### src/rtl/spi_tx_pkg.sv
// Shared types and constants for the byte-serial SPI display transmit engine.
package spi_tx_pkg;

  typedef enum logic [2:0] {
    IDLE,
    SETUP,
    SHIFT,
    HOLD,
    GAP
  } state_t;

  localparam int unsigned BYTE_BITS          = 8;
  localparam int unsigned HALF_PERIODS       = 2 * BYTE_BITS;
  localparam int unsigned CLK_DIV_DEFAULT    = 4;
  localparam int unsigned GAP_CYCLES_DEFAULT = 8;

endpackage

### src/rtl/spi_dc_tx_if.sv
// Upstream byte/dc handshake between the display sequencer and spi_dc_tx.
interface spi_dc_tx_if;
  import spi_tx_pkg::*;

  logic                 in_valid;
  logic                 in_ready;
  logic [BYTE_BITS-1:0] in_data;
  logic                 in_dc;

  modport master (output in_valid, output in_data, output in_dc, input  in_ready);
  modport slave  (input  in_valid, input  in_data, input  in_dc, output in_ready);

endinterface

### src/rtl/spi_half_tick.sv
// Half-period divider: one-cycle tick every CLK_DIV enabled cycles, restarted by clear.
module spi_half_tick #(
  parameter int unsigned CLK_DIV = 4
) (
  input  logic CLK,
  input  logic rst,
  input  logic clear,
  input  logic enable,
  output logic tick
);

  localparam int unsigned    CW     = $clog2(CLK_DIV + 1);
  localparam logic [CW-1:0]  RELOAD = CW'(CLK_DIV - 1);

  logic [CW-1:0] cnt;

  assign tick = enable && (cnt == '0);

  always_ff @(posedge CLK) begin
    if (rst || clear) begin
      cnt <= RELOAD;
    end else if (enable) begin
      cnt <= (cnt == '0) ? RELOAD : cnt - CW'(1);
    end
  end

endmodule

### src/rtl/spi_dc_tx.sv
// SPI mode-0 byte transmitter with per-byte cs framing, held dc line and idle gap.
// Optional receive path enabled by defining SPI_RX_EN.
module spi_dc_tx
  import spi_tx_pkg::*;
#(
  parameter int unsigned CLK_DIV    = CLK_DIV_DEFAULT,
  parameter int unsigned GAP_CYCLES = GAP_CYCLES_DEFAULT
) (
  input  logic                 CLK,
  input  logic                 rst,
  spi_dc_tx_if.slave           up,
  output logic                 sck,
  output logic                 mosi,
  output logic                 cs,
  output logic                 dc,
  input  logic                 miso,
  output logic                 busy,
  output logic                 done,
  output logic [BYTE_BITS-1:0] rx_data,
  output logic                 rx_valid
);

  localparam int unsigned   GW       = $clog2(GAP_CYCLES + 2);
  localparam logic [GW-1:0] GAP_LOAD = (GAP_CYCLES > 0) ? GW'(GAP_CYCLES - 1) : '0;
  localparam logic [3:0]    LAST_HALF = 4'(HALF_PERIODS - 1);

  state_t               state, state_d;
  logic [BYTE_BITS-1:0] shreg, shreg_d;
  logic [3:0]           half, half_d;
  logic [GW-1:0]        gap_cnt, gap_d;
  logic                 sck_d, mosi_d, cs_d, dc_d, busy_d, done_d;
  logic [BYTE_BITS-1:0] rx_data_d;
  logic                 rx_valid_d;
  logic                 accept, tick, tick_en;

  assign up.in_ready = (state == IDLE);
  assign accept      = up.in_valid && (state == IDLE);
  assign tick_en     = (state == SETUP) || (state == SHIFT) || (state == HOLD);

  spi_half_tick #(.CLK_DIV(CLK_DIV)) u_tick (
    .CLK    (CLK),
    .rst    (rst),
    .clear  (accept),
    .enable (tick_en),
    .tick   (tick)
  );

`ifdef SPI_RX_EN
  logic [BYTE_BITS-1:0] rx_sh, rx_sh_d;
  logic                 rx_sample;
  // Rising sck edges: leaving SETUP, and ending every low half-period except the last.
  assign rx_sample = tick && ((state == SETUP) ||
                              ((state == SHIFT) && half[0] && (half != LAST_HALF)));
`else
  logic unused_miso;
  assign unused_miso = miso;
`endif

  always_comb begin
    state_d    = state;
    shreg_d    = shreg;
    half_d     = half;
    gap_d      = gap_cnt;
    sck_d      = sck;
    mosi_d     = mosi;
    cs_d       = cs;
    dc_d       = dc;
    busy_d     = busy;
    done_d     = 1'b0;
    rx_data_d  = rx_data;
    rx_valid_d = 1'b0;
`ifdef SPI_RX_EN
    rx_sh_d    = rx_sh;
    if (rx_sample) rx_sh_d = {rx_sh[BYTE_BITS-2:0], miso};
`endif
    case (state)
      IDLE: begin
        if (up.in_valid) begin
          shreg_d = up.in_data;
          mosi_d  = up.in_data[BYTE_BITS-1];
          cs_d    = 1'b0;
          dc_d    = up.in_dc;
          busy_d  = 1'b1;
          half_d  = '0;
`ifdef SPI_RX_EN
          rx_sh_d = '0;
`endif
          state_d = SETUP;
        end
      end
      SETUP: begin
        if (tick) begin
          sck_d   = 1'b1;
          state_d = SHIFT;
        end
      end
      SHIFT: begin
        if (tick) begin
          if (half == LAST_HALF) begin
            state_d = HOLD;
          end else begin
            sck_d  = ~sck;
            half_d = half + 4'd1;
            // Falling edges advance mosi; the 8th fall leaves bit 0 on the line.
            if (!half[0] && (half != LAST_HALF - 4'd1)) begin
              mosi_d  = shreg[BYTE_BITS-2];
              shreg_d = {shreg[BYTE_BITS-2:0], shreg[BYTE_BITS-1]};
            end
          end
        end
      end
      HOLD: begin
        if (tick) begin
          cs_d   = 1'b1;
          mosi_d = 1'b0;
          done_d = 1'b1;
`ifdef SPI_RX_EN
          rx_data_d  = rx_sh;
          rx_valid_d = 1'b1;
`endif
          if (GAP_CYCLES == 0) begin
            busy_d  = 1'b0;
            state_d = IDLE;
          end else begin
            gap_d   = GAP_LOAD;
            state_d = GAP;
          end
        end
      end
      GAP: begin
        if (gap_cnt == '0) begin
          busy_d  = 1'b0;
          state_d = IDLE;
        end else begin
          gap_d = gap_cnt - GW'(1);
        end
      end
      default: state_d = IDLE;
    endcase
  end

  always_ff @(posedge CLK) begin
    if (rst) begin
      state    <= IDLE;
      shreg    <= '0;
      half     <= '0;
      gap_cnt  <= '0;
      sck      <= 1'b0;
      mosi     <= 1'b0;
      cs       <= 1'b1;
      dc       <= 1'b0;
      busy     <= 1'b0;
      done     <= 1'b0;
      rx_data  <= '0;
      rx_valid <= 1'b0;
`ifdef SPI_RX_EN
      rx_sh    <= '0;
`endif
    end else begin
      state    <= state_d;
      shreg    <= shreg_d;
      half     <= half_d;
      gap_cnt  <= gap_d;
      sck      <= sck_d;
      mosi     <= mosi_d;
      cs       <= cs_d;
      dc       <= dc_d;
      busy     <= busy_d;
      done     <= done_d;
      rx_data  <= rx_data_d;
      rx_valid <= rx_valid_d;
`ifdef SPI_RX_EN
      rx_sh    <= rx_sh_d;
`endif
    end
  end

endmodule

### src/flat_wrapper.sv
// flat-port wrapper written by rule: the top's interface ports become plain ports
module spi_dc_tx_flat import spi_tx_pkg::*;
#(
  parameter int unsigned CLK_DIV    = CLK_DIV_DEFAULT,
  parameter int unsigned GAP_CYCLES = GAP_CYCLES_DEFAULT
)
  (CLK, rst, sck, mosi, cs, dc, miso, busy, done, rx_data, rx_valid, up_in_valid, up_in_data, up_in_dc, up_in_ready);
  spi_dc_tx_if up_i ();
  input  logic CLK;
  input  logic rst;
  output logic sck;
  output logic mosi;
  output logic cs;
  output logic dc;
  input  logic miso;
  output logic busy;
  output logic done;
  output logic [BYTE_BITS-1:0] rx_data;
  output logic rx_valid;
  input wire logic [$bits(up_i.in_valid)-1:0] up_in_valid;
  input wire logic [$bits(up_i.in_data)-1:0] up_in_data;
  input wire logic [$bits(up_i.in_dc)-1:0] up_in_dc;
  output wire logic [$bits(up_i.in_ready)-1:0] up_in_ready;
  assign up_i.in_valid = up_in_valid;
  assign up_i.in_data = up_in_data;
  assign up_i.in_dc = up_in_dc;
  assign up_in_ready = up_i.in_ready;
  spi_dc_tx #(.CLK_DIV(CLK_DIV), .GAP_CYCLES(GAP_CYCLES)) u_core (.CLK(CLK), .rst(rst), .up(up_i), .sck(sck), .mosi(mosi), .cs(cs), .dc(dc), .miso(miso), .busy(busy), .done(done), .rx_data(rx_data), .rx_valid(rx_valid));
endmodule
### config.mk
export PLATFORM = sky130hd
export DESIGN_NAME = spi_dc_tx_flat
export DESIGN_NICKNAME = d
export VERILOG_FILES = /design/src/rtl/spi_tx_pkg.sv /design/src/rtl/spi_dc_tx_if.sv /design/src/rtl/spi_half_tick.sv /design/src/rtl/spi_dc_tx.sv /design/src/flat_wrapper.sv
export SDC_FILE = /design/constraint.sdc
export NUM_CORES = 1
export LEC_CHECK = 0
export CORE_UTILIZATION = 33
export DETAILED_ROUTE_END_ITERATION = 8
export PLACE_DENSITY_LB_ADDON = 0.15
export SKIP_CTS_REPAIR_TIMING = 1
export SLEW_MARGIN = 30
export SYNTH_ARGS = -nofsm -noshare
export SYNTH_HDL_FRONTEND = slang
export SYNTH_SLANG_ARGS = --single-unit
### constraint.sdc
create_clock -name CLK -period 4.1 [get_ports CLK]
set_clock_uncertainty 0.15 [all_clocks]
set_input_delay 0.82 -clock CLK [delete_from_list [all_inputs] [get_ports CLK]]
set_output_delay 0.82 -clock CLK [all_outputs]
set_load 0.01 [all_outputs]
== Word-level counts from Yosys, hierarchy flattened ==
Cells that the tools add are included.
Word-level totals
  output and inout port bits: 16
  word-level logic and storage cells: 93
  register bits: 28
Operators by class
  reduce and logical (&&, ||, !) cells: 26
  equality and inequality tests: 15
  mux-type cells: 36
  add/subtract/negate cells: 3
  bitwise gates (word level): 2
Operator list (number)
  8-bit 2-to-1 mux: 4
  3-bit 2-to-1 mux: 7
  4-bit 2-to-1 mux: 5
  4-bit case mux with 2 select lines: 2
  8-bit case mux with 2 select lines: 1
  3-bit case mux with 5 select lines: 1
  1-bit 2-to-1 mux: 12
  6-bit AND reduction: 2
  2-bit inequality test, second input constant: 5
  2-bit nonzero test: 5
  3-bit AND reduction: 3
  2-bit by 1-bit inequality test with 1-bit output, second input constant: 4
  4-bit AND reduction: 2
  3-bit by 2-bit equality test with 1-bit output, second input constant: 2
  3-bit logical NOT: 2
  1-bit case mux with 2 select lines: 3
  5-bit AND reduction: 1
  4-bit by 1-bit adder with 4-bit output, second input constant: 1
  4-bit equality test, second input constant: 1
  4-bit logical NOT: 1
  4-bit inequality test, second input constant: 1
  4-bit by 1-bit subtractor with 4-bit output, second input constant: 1
  3-bit by 1-bit equality test with 1-bit output, second input constant: 1
  3-bit equality test, second input constant: 1
  9 further kinds: 14

== Logic depth before layout (Yosys ltp) ==
Gate-level depths: netlist (run 1).
  depth in word-level cells: 6
  gate-level depth with buffers: 8

== Cells and area by module ==
Synthesis (run 1) repeated with hierarchy kept, for this count alone.
Second synthesis, totals
  cell total of the unflattened synthesis: 173
  area, all modules: 1564.0 um^2
By module, submodules not included
  spi_dc_tx: seq. area each 500.5 um^2, area each 1380.1 um^2, instances 1, cells an instance 153
  spi_half_tick: seq. area each 60.1 um^2, area each 183.9 um^2, instances 1, cells an instance 20

== Worst setup path before layout (run 1) ==
OpenSTA, ideal clock, no wires.
  path type: input port to flip-flop
  start: input port up_in_valid
  end: register u_core.shreg[6]
  slack: 2.140 ns
  arrival: 1.731 ns
  cell stages on the path: 5
  required time: 3.871 ns
  library setup time: 0.079 ns
  path through: nor4b_4 a41o_4 buf_8 nor2_2 a211oi_2
On the way
  cells in the longest elaborated chain, start to end: 2
Ends and longest elaborated chain
  from (decl): RTL line flat_wrapper.sv:20  | input wire logic [$bits(up_i.in_valid)-1:0] up_in_valid;
  2-bit inequality test (no line)
  5-bit AND reduction (no line)
  to (signal assigned): RTL line spi_dc_tx.sv:161  | shreg <= shreg_d;
  to (decl): RTL line spi_dc_tx.sv:28  | logic [BYTE_BITS-1:0] shreg, shreg_d;
No other way between the ends.
A chain may end at the register's enable or synchronous reset.

== Final worst setup path (run 1) ==
  start: register u_core.state[2]
  end: output port up_in_ready
On the way
  cells in the longest elaborated chain, start to end: 1
Ends and longest elaborated chain
  from (decl): RTL line spi_dc_tx.sv:27  | state_t state, state_d;
  from (signal assigned): RTL line spi_dc_tx.sv:160  | state <= state_d;
  3-bit logical NOT: RTL line spi_dc_tx.sv:36  | assign up.in_ready = (state == IDLE);
  to (decl): RTL line flat_wrapper.sv:23  | output wire logic [$bits(up_i.in_ready)-1:0] up_in_ready;
No other way between the ends.

==> summary.md, run 1 <==
| Metric | Value |
|---|---|
| First-pass GRT wire length | `4.97 mm` |
| Total number of yosys warnings | `0` |
| Num CTS Buffers | `3` |
| Worst Setup Path Type | `register to output port` |
| Final max-slew violation count | `0` |
| Die footprint | `0.00481 sq mm` |
| CP Max Fanout | `14` |
| Fmax | `389 MHz` |
| Clock Latency Late Sink | `0.27 ns` |
| Post-Synth Adder-Cell Area | `0.0585` |
| Internal power | `0.400 mW` |
| Sw Share | `0.237` |
| Pre-antenna DRT Iters | `4` |
| Post-Syn Area | `0.00150 sq mm` |
| CTS Buffer Depth | `2` |
| Critical path startpoint | `u_core.state[2]` |
| Number of library cell types mapped by synthesis | `41` |
| Combinational power share | `0.119` |
| CTS tree | `built` |
| PwrDens | `306 mW/mm^2` |
| Total global-route track usage | `0.126` |
| Vias | `1150` |
| Final total power | `0.525 mW` |
| Hold path start | `u_core.gap_cnt[0]` |
| DR vias/cell | `4.98` |
| IO Port Bufs | `18` |
| Root Buffer | `clkbuf_8` |
| Busiest grt layer | `met2` |
| Internal reg-to-reg setup slack | `1.70 ns` |
| Initial antenna violation count | `0` |
| DRC Markers | `0` |
| Worst EP required | `3.13 ns` |
| Hold Path Class | `register to register` |
| Worst-path clk slew | `0.09 ns` |
| RSZ-0062 raised after global routing | `no` |
| Status | `completed` |
| Synth Area in XOR/XNOR | `0.0234` |
| Area growth syn-to-layout | `14.7%` |
| Worst r2r src | `u_core.state[1]` |
| Die Wd | `69.3 um` |
| Met3 Track Usage GR | `0.0189` |
| Worst Max-Slew Pin Slew | `0.769 ns` |
| Number of synthesized flops with an enable pin | `0` |
| Final core utilization | `0.394` |
| Critical-path cell list | `nor3_1 -> clkdlybuf4s50_1` |
| Core Footprint | `0.00435 sq mm` |
| Area contributors post-synth | `dfxtp_1 (37%), mux2i_1 (6.0%), ha_1 (5.9%), buf_4 (5.0%), nor2_1 (4.5%)` |
| ANT cells | `0` |
| Largest area contributor in the netlist | `dfxtp_1` |
| WP data arrival | `1.60 ns` |
| Fin crit period | `2.57 ns` |
| Simple-gate share of the synthesized area | `0.212` |
| CP endpoint kind | `output port` |
| Die H | `69.3 um` |
| Antenna-violating nets left | `0` |
| Met1 GRT Util | `0.161` |
| Primary FF master, synth | `dfxtp_1` |
| CP max stage delay | `0.70 ns` |
| Final WL | `2.92 mm` |
| Starting Density | `0.344` |
| Max-cap violations | `0` |
| Fin crit share | `0.627` |
| Global route overflow | `0` |
| Ys async rst share | `0` |
| Num rows | `24` |
| Crit start category | `register` |
| CP max stage cell | `dfxtp_1` |
| Layout cells sized above 1 | `0.0838` |
| H-tree levels | `1` |
| #FFs+latches synth | `28` |
| Largest net degree at the start of global routing | `28` |
| Sum Neg Setup Slack | `0 ns` |
| P_leak | `0.630 nW` |
| Clock power share | `0.327` |
| Setup violators final | `0` |
| Syn Inst Count | `166` |
| Synth top area share | `0.375` |
| Routability cong. | `0.760` |
| I/O pin count | `29` |
| Routed len/inst | `12.6 um` |
| Post-synthesis sequential area ratio | `0.375` |
| Sequential share of power | `0.554` |
| M2 GR Usage | `0.209` |
| Mux cell area share after synthesis | `0.0753` |
| Sw Pwr | `0.124 mW` |
| Clk sinks | `28` |
| Synth Area in Compound Gates | `0.150` |
| Max_slew headroom | `0.486` |
| Fin nets | `200` |
| Number of global-route vias before repair | `1101` |
| Final Hold Fails | `0` |
| Largest family of logic cells by synthesized area | `simple AND/OR/NAND/NOR gates` |
| Final HPWL DP | `2.00 mm` |
| Average size of a mapped cell | `9.01 sq um` |
| Maximum VDD drop | `0.128 mV` |
| Initial DRC Count | `37` |
## flip-flops by register name, summed over array words and instances, names as in the netlist
name / cells
u_core.half: 4
u_core.u_tick.cnt: 3
u_core.state: 3
u_core.busy: 1
u_core.sck: 1
u_core.shreg: 8
u_core.gap_cnt: 4
u_core.cs: 1
u_core.done: 1
u_core.mosi: 1
u_core.dc: 1
## synth_stat cells, types with 2 or more instances
master	count
dfxtp_1	28
nor2_1	18
buf_4	10
inv_1	10
mux2i_1	9
ha_1	7
nand2_1	7
nor3_1	7
a211oi_1	6
nand3_1	6
clkbuf_1	5
o21ai_0	5
a21oi_1	4
nand4_1	4
xor2_1	4
a211oi_2	2
a21o_1	2
a311oi_1	2
a31oi_1	2
and3_1	2
mux2_2	2
nand2b_1	2
nand3b_1	2
nor2_2	2
o22ai_1	2
## path summary, 6_finish.rpt
path                                          end  cells past startpoint
worst max-delay path                  up_in_ready                      2
worst max register to register    u_core.shreg[7]                      4
worst min-delay path            u_core.gap_cnt[0]                      2
worst min register to register  u_core.gap_cnt[0]                      2
## metal layers
layer	wire [um]	vias to the layer above	share of wire
met1	1460	538	0.50
li1	-	590	-
met4	42	0	0.014
met2	1330	17	0.46
met3	84	5	0.029
met5	0	-	0
## area by class of cell
cell class | instances | area, sq um
Tap cell | 52 | 65.1
Multi-Input combinational cell | 118 | 811
Inverter | 10 | 37.5
Timing Repair Buffer | 19 | 188
Clock buffer | 4 | 55.1
Sequential cell | 28 | 561
Fill cell | 427 | 2640
## cell usage in the layout, fill, tap and decap left out, types with 5 or more instances in the layout
| master | Yosys | final |
|---|---|---|
| a211oi_1 | 6 | 6 |
| clkdlybuf4s50_1 | 0 | 18 |
| conb_1 | 1 | 9 |
| dfxtp_1 | 28 | 28 |
| ha_1 | 7 | 7 |
| inv_1 | 10 | 10 |
| mux2i_1 | 9 | 9 |
| nand2_1 | 7 | 7 |
| nand3_1 | 6 | 6 |
| nor2_1 | 18 | 18 |
| nor3_1 | 7 | 7 |
| o21ai_0 | 5 | 5 |
## cells by family (layout without fill, tap and decap cells)
logic type               count (synthesis)  in the layout
AND/OR/NAND/NOR                         57             57
AO/OA/AOI/OAI                           30             30
flip-flops                              28             28
buffers and inverters                   28             33
multiplexers                            11             11
adder cells (fa/ha/maj)                  7              7
XOR/XNOR                                 4              4
other                                    1              9
## power by group through the flow
stage	logic, mW	registers (mW)	clock network [mW]
floorplan	0.0475	0.295	0
global placement	0.0617	0.297	0
detailed placement	0.0628	0.297	0
CTS	0.0631	0.291	0.181
global route	0.0689	0.292	0.190
finish	0.0625	0.290	0.172
## critical path: cells and delay by family, from the launching register on
kind | cells | cell delay, ns
flip-flops | 1 | 0.70
buffers and inverters | 1 | 0.51
AND/OR/NAND/NOR | 1 | 0.12
## per-stage QoR
step                      hold slack (ns)  instances  cell area, sq um  worst slack [ns]
after global placement              0.326        227              1660              1.29
after CTS                           0.347        231              1720              1.48
after floorplan                     0.309        174              1530              2.14
after global routing                0.382        231              1720              1.40
after detailed placement            0.331        227              1660              1.24
final                               0.346        231              1720              1.53
No activity file was read; power rests on OpenSTA's default activity.
==> inputs of run 2 (changes only) <==
Clock period 4.1 ns to 2.2 ns, I/O delays scaled along.
==> run 2 against run 1 <==
  * Sequential power rose by 86%
  * Sequential cell count stayed put
  * First-iteration DRC count down 22%
  * Die area is the same
  * Via count up 2.5%
  * Hold slack gained 0.0018 ns
  * Sequential share of layout area is 0.72 points lower
  * Final area is 2.3% higher
  * Largest cell class unchanged
==> summary.md, run 2 (synthesis gave the netlist of run 1 again) <==
| Metric | Value |
|---|---|
| Most flop-heavy register | `u_core.shreg` |
| RSZ-0062 raised after global routing | `no` |
| Total global-route track usage | `0.131` |
| Filler cells | `407` |
| Starting Density | `0.344` |
| Root Buffer | `clkbuf_8` |
| Die Wd | `69.3 um` |
| Fin crit period | `2.00 ns` |
| Final max-slew violation count | `0` |
| Worst r2r src | `u_core.u_tick.cnt[0]` |
| Internal reg-to-reg setup slack | `0.23 ns` |
| CP endpoint kind | `output port` |
| Global route overflow | `0` |
| Combinational power share | `0.133` |
| Routed len/inst | `12.7 um` |
| Setup violators final | `0` |
| Met1 GRT Util | `0.167` |
| Sw Share | `0.242` |
| Vias | `1179` |
| IO Port Bufs | `18` |
| M2 GR Usage | `0.216` |
| Num CTS Buffers | `3` |
| Initial DRC Count | `29` |
| Core Footprint | `0.00435 sq mm` |
| Sw Pwr | `0.227 mW` |
| Post-route insts no fill | `237` |
| Worst-path clk slew | `0.09 ns` |
| Fin nets | `207` |
| CTS Buffer Depth | `2` |
| Final HPWL DP | `2.22 mm` |
| Busiest grt layer | `met2` |
| Clk sinks | `28` |
| Initial antenna violation count | `0` |
| Internal power | `0.713 mW` |
| Sequential share of power | `0.574` |
| Fin crit share | `0.910` |
| Area growth syn-to-layout | `17.3%` |
| Worst Setup Path Type | `register to output port` |
| Crit start category | `register` |
| Max reg flops | `8` |
| Delay-heaviest family, CP | `buffers and inverters` |
| First-pass GRT wire length | `5.14 mm` |
| Maximum VDD drop | `0.241 mV` |
| WHS Endpoint | `u_core.gap_cnt[0]` |
| WHS Path Cells | `2` |
| Die H | `69.3 um` |
| PwrDens | `535 mW/mm^2` |
| I/O pin count | `29` |
| Routability cong. | `0.834` |
| Largest net degree at the start of global routing | `17` |
| Layout cells sized above 1 | `0.114` |
| Levels on crit path | `2` |
| Num rows | `24` |
| Top Registers | `u_core.shreg (8), u_core.gap_cnt (4), u_core.half (4)` |
| Pre-antenna DRT Iters | `4` |
| Worst r2r dst | `u_core.gap_cnt[0]` |
| Most common cell after layout, fill and taps aside | `dfxtp_1` |
| DRC Markers | `0` |
| Clock Latency Late Sink | `0.27 ns` |
| Hold Path Class | `register to register` |
| H-tree levels | `1` |
| Critical-path cell list | `nor3_1 -> clkdlybuf4s50_1` |
| CP max stage delay | `0.57 ns` |
| Hold path start | `u_core.gap_cnt[0]` |
| Sum Neg Setup Slack | `0 ns` |
| Antenna-violating nets left | `0` |
| Fmax | `499 MHz` |
| WP data arrival | `1.41 ns` |
| DR vias/cell | `4.97` |
| Final WL | `3.00 mm` |
| Die footprint | `0.00481 sq mm` |
| P_leak | `0.660 nW` |
| Placed cells | `234` |
| CP Max Fanout | `9` |
| Clock power share | `0.293` |
| Met3 Track Usage GR | `0.0218` |
| Worst EP required | `1.61 ns` |
| CTS tree | `built` |
| R2R cell count | `7` |
| CP max stage cell | `clkdlybuf4s50_1` |
| Final Hold Fails | `0` |
| Highest-count cells in the layout ignoring fill and taps | `dfxtp_1 (28), nor2_1 (18), clkdlybuf4s50_1 (18)` |
| Status | `completed` |
| WP buf/inv | `1` |
| Number of global-route vias before repair | `1178` |
| Max-cap violations | `0` |
| ANT cells | `0` |
[run 2: routing by layer]
metal  part of all wire  vias up
met2               0.47       17
met3              0.025        7
met5                  0        -
li1                   -      600
met1               0.49      555
met4              0.020        0
[run 2: layout make-up]
cell class	count	area (sq um)	area share
clock buffer	3	41.3	0.0235
inverter	10	37.5	0.0214
multi-input combinational	118	811	0.462
sequential	28	561	0.319
tap	52	65.1	0.0371
timing repair buffer	26	240	0.137
[run 2: worst max-delay path by stage]
stage | start | to | slack, ns
global placement | up_in_valid | u_core.shreg[7] | 0.18
floorplan | u_core.u_tick.cnt[0] | u_core.gap_cnt[0] | 0.37
finish | u_core.state[0] | up_in_ready | 0.20
detailed placement | up_in_valid | u_core.shreg[7] | 0.18
CTS | u_core.state[0] | up_in_ready | 0.17
global route | u_core.u_tick.cnt[0] | u_core.gap_cnt[0] | 0.04
[run 2: through the flow]
stage | util | cell area (sq um) | setup slack [ns] | power (mW) | hold WS (ns)
after floorplan | - | 1530 | 0.368 | 0.639 | 0.309
after global placement | 0.394 | 1710 | 0.184 | 0.673 | 0.325
after detailed placement | 0.394 | 1710 | 0.178 | 0.677 | 0.339
after CTS | 0.403 | 1760 | 0.173 | 0.956 | 0.353
after global routing | 0.403 | 1760 | 0.0436 | 0.998 | 0.384
final | 0.403 | 1760 | 0.198 | 0.940 | 0.348
[run 2: power groups by stage]
stage | logic [mW] | registers (mW) | clock network (mW)
final | 0.125 | 0.540 | 0.275
after global routing | 0.138 | 0.543 | 0.316
after CTS | 0.127 | 0.540 | 0.290
after detailed placement | 0.126 | 0.552 | 0
after global placement | 0.122 | 0.551 | 0
after floorplan | 0.0885 | 0.550 | 0
[run 2: worst register-to-register path, cell delays in order (launching register included)]
cell and delay, ns:
dfxtp_1 0.32, inv_1 0.07, ha_1 0.17, ha_1 0.34, nor2b_1 0.31, nand3_1 0.22, a21o_1 0.21, a21oi_1 0.12
==> inputs of run 3 (changes only) <==
Settings changed: CORE_MARGIN set to 2.
==> run 3 against run 2 <==
  * Largest power group unchanged
  * Final area increased by 1.5%
  * Core utilization increased by 0.60 points
  * Critical path type unchanged
  * Count of clock-buffer cells in the layout unchanged
  * Cell count unchanged
  * Maximum frequency decreased by 2.7%
  * Sequential cell count unchanged
  * Via count about the same
  * Critical endpoint unchanged
  * Critical path depth unchanged
  * First-iteration DRC count increased by 86%
  * Sequential power about the same
  * Sequential share of layout area decreased by 0.40 points
  * Clock power increased by 51%
==> summary.md, run 3 (synthesis gave the netlist of run 1 again) <==
| Metric | Value |
|---|---|
| Die Wd | `71.3 um` |
| Num CTS Buffers | `3` |
| Highest-count cells in the layout ignoring fill and taps | `dfxtp_1 (27), nor2_1 (18), clkdlybuf4s50_1 (18)` |
| Seq. cell area | `562 sq um` |
| Initial DRC Count | `54` |
| Die footprint | `0.00509 sq mm` |
| Routed len/inst | `12.5 um` |
| Vias | `1180` |
| Max-cap violations | `0` |
| Maximum VDD drop | `0.247 mV` |
| DRC Markers | `0` |
| RSZ-0062 raised after global routing | `no` |
| Starting Density | `0.344` |
| Root Buffer | `clkbuf_8` |
| CP max stage cell | `clkdlybuf4s50_1` |
| Final max-slew violation count | `0` |
| CTS tree | `built` |
| Total global-route track usage | `0.124` |
| Fin area | `0.00178 sq mm` |
| Initial antenna violation count | `0` |
| CP Max Fanout | `7` |
| Final Hold Fails | `0` |
| Worst EP required | `1.61 ns` |
| Num rows | `24` |
| Filler cells | `440` |
| WP data arrival | `1.47 ns` |
| Final total power | `1.08 mW` |
| Pre-antenna DRT Iters | `4` |
| Most common cell after layout, fill and taps aside | `dfxtp_1` |
| Routability cong. | `0.768` |
| Footprint of the multi-input gates | `813 sq um` |
| Fin crit period | `2.06 ns` |
| Most flop-heavy register | `u_core.shreg` |
| Hold Path Class | `register to register` |
| Core Footprint | `0.00435 sq mm` |
| CP endpoint kind | `output port` |
| Max reg flops | `8` |
| IO Port Bufs | `18` |
| ANT cells | `0` |
| Crit start category | `register` |
| Area growth syn-to-layout | `19.1%` |
| Sum Neg Setup Slack | `0 ns` |
| Antenna-violating nets left | `0` |
| Fin crit share | `0.935` |
| PwrDens | `605 mW/mm^2` |
| Critical-path cell list | `nor3_1 -> clkdlybuf4s50_1` |
| H-tree levels | `1` |
| Final HPWL DP | `2.19 mm` |
| Largest net degree at the start of global routing | `17` |
| Die H | `71.3 um` |
| CP max stage delay | `0.57 ns` |
| First-pass GRT wire length | `5.05 mm` |
| Layout cells sized above 1 | `0.124` |
| Fmax | `486 MHz` |
| DR vias/cell | `4.98` |
| Worst-path clk slew | `0.10 ns` |
| Clock Latency Late Sink | `0.28 ns` |
| Top Registers | `u_core.shreg (8), u_core.gap_cnt (4), u_core.half (4)` |
| Number of global-route vias before repair | `1115` |
| Clk sinks | `28` |
| Placed inst area | `0.00171 sq mm` |
| CTS Buffer Depth | `2` |
| Global route overflow | `0` |
| Fin nets | `206` |
| Worst Setup Path Type | `register to output port` |
| Setup violators final | `0` |
| I/O pin count | `29` |
| Status | `completed` |
| P_leak | `0.668 nW` |
| Final WL | `2.96 mm` |
==> run 3: changes by cell type in the layout (fill, tap and decap cells not counted) <==
| cell | change |
|---|---|
| ha_2 | +1 |
| bufinv_16 | +1 |
| buf_4 | -1 |
| dfxtp_1 | -1 |
| dfxtp_2 | +1 |
| ha_1 | -1 |
==> run 3: through the flow <==
step                std cells  hold WS [ns]   util  setup WS (ns)
finish                    237         0.343  0.409          0.143
global route              237         0.379  0.409         0.0578
CTS                       237         0.346  0.408         0.0625
detailed placement        233         0.330  0.392          0.162
floorplan                 174         0.309      -          0.368
global placement          233         0.324  0.392          0.176
==> run 3: final timing paths <==
kind | start | to | slack, ns | cells after the start
max | u_core.state[2] | up_in_ready | 0.14 | 2
min | u_core.gap_cnt[0] | u_core.gap_cnt[0] | 0.34 | 2
max reg2reg | u_core.u_tick.cnt[0] | u_core.gap_cnt[1] | 0.27 | 6
min reg2reg | u_core.gap_cnt[0] | u_core.gap_cnt[0] | 0.34 | 2
==> run 3: layout make-up <==
cell class | instances | share of cell area
Clock buffer | 3 | 0.0232
Clock inverter | 1 | 0.0169
Tap cell | 52 | 0.0365
Sequential cell | 28 | 0.315
Multi-Input combinational cell | 118 | 0.456
Inverter | 10 | 0.0211
Timing Repair Buffer | 25 | 0.131
==> run 3: critical path, delay by kind of cell (launching register included) <==
| family | cells | cell delay [ns] |
|---|---|---|
| buf+inv | 1 | 0.57 |
| flops | 1 | 0.40 |
| simple gates | 1 | 0.21 |
==> run 3: metal layers <==
layer  part of all wire  routed length, um  track usage
met1               0.47               1390        0.164
met4              0.017                 49       0.0566
met2               0.48               1430        0.198
met5                  0                  0            0
met3              0.030                 90       0.0211
==> run 3: report_power, final <==
group	total [mW]	leakage (nW)	internal, mW	switching [mW]
Sequential	0.539	0.229	0.527	0.0118
Combinational	0.125	0.403	0.0630	0.0618
Clock	0.415	0.0357	0.244	0.171
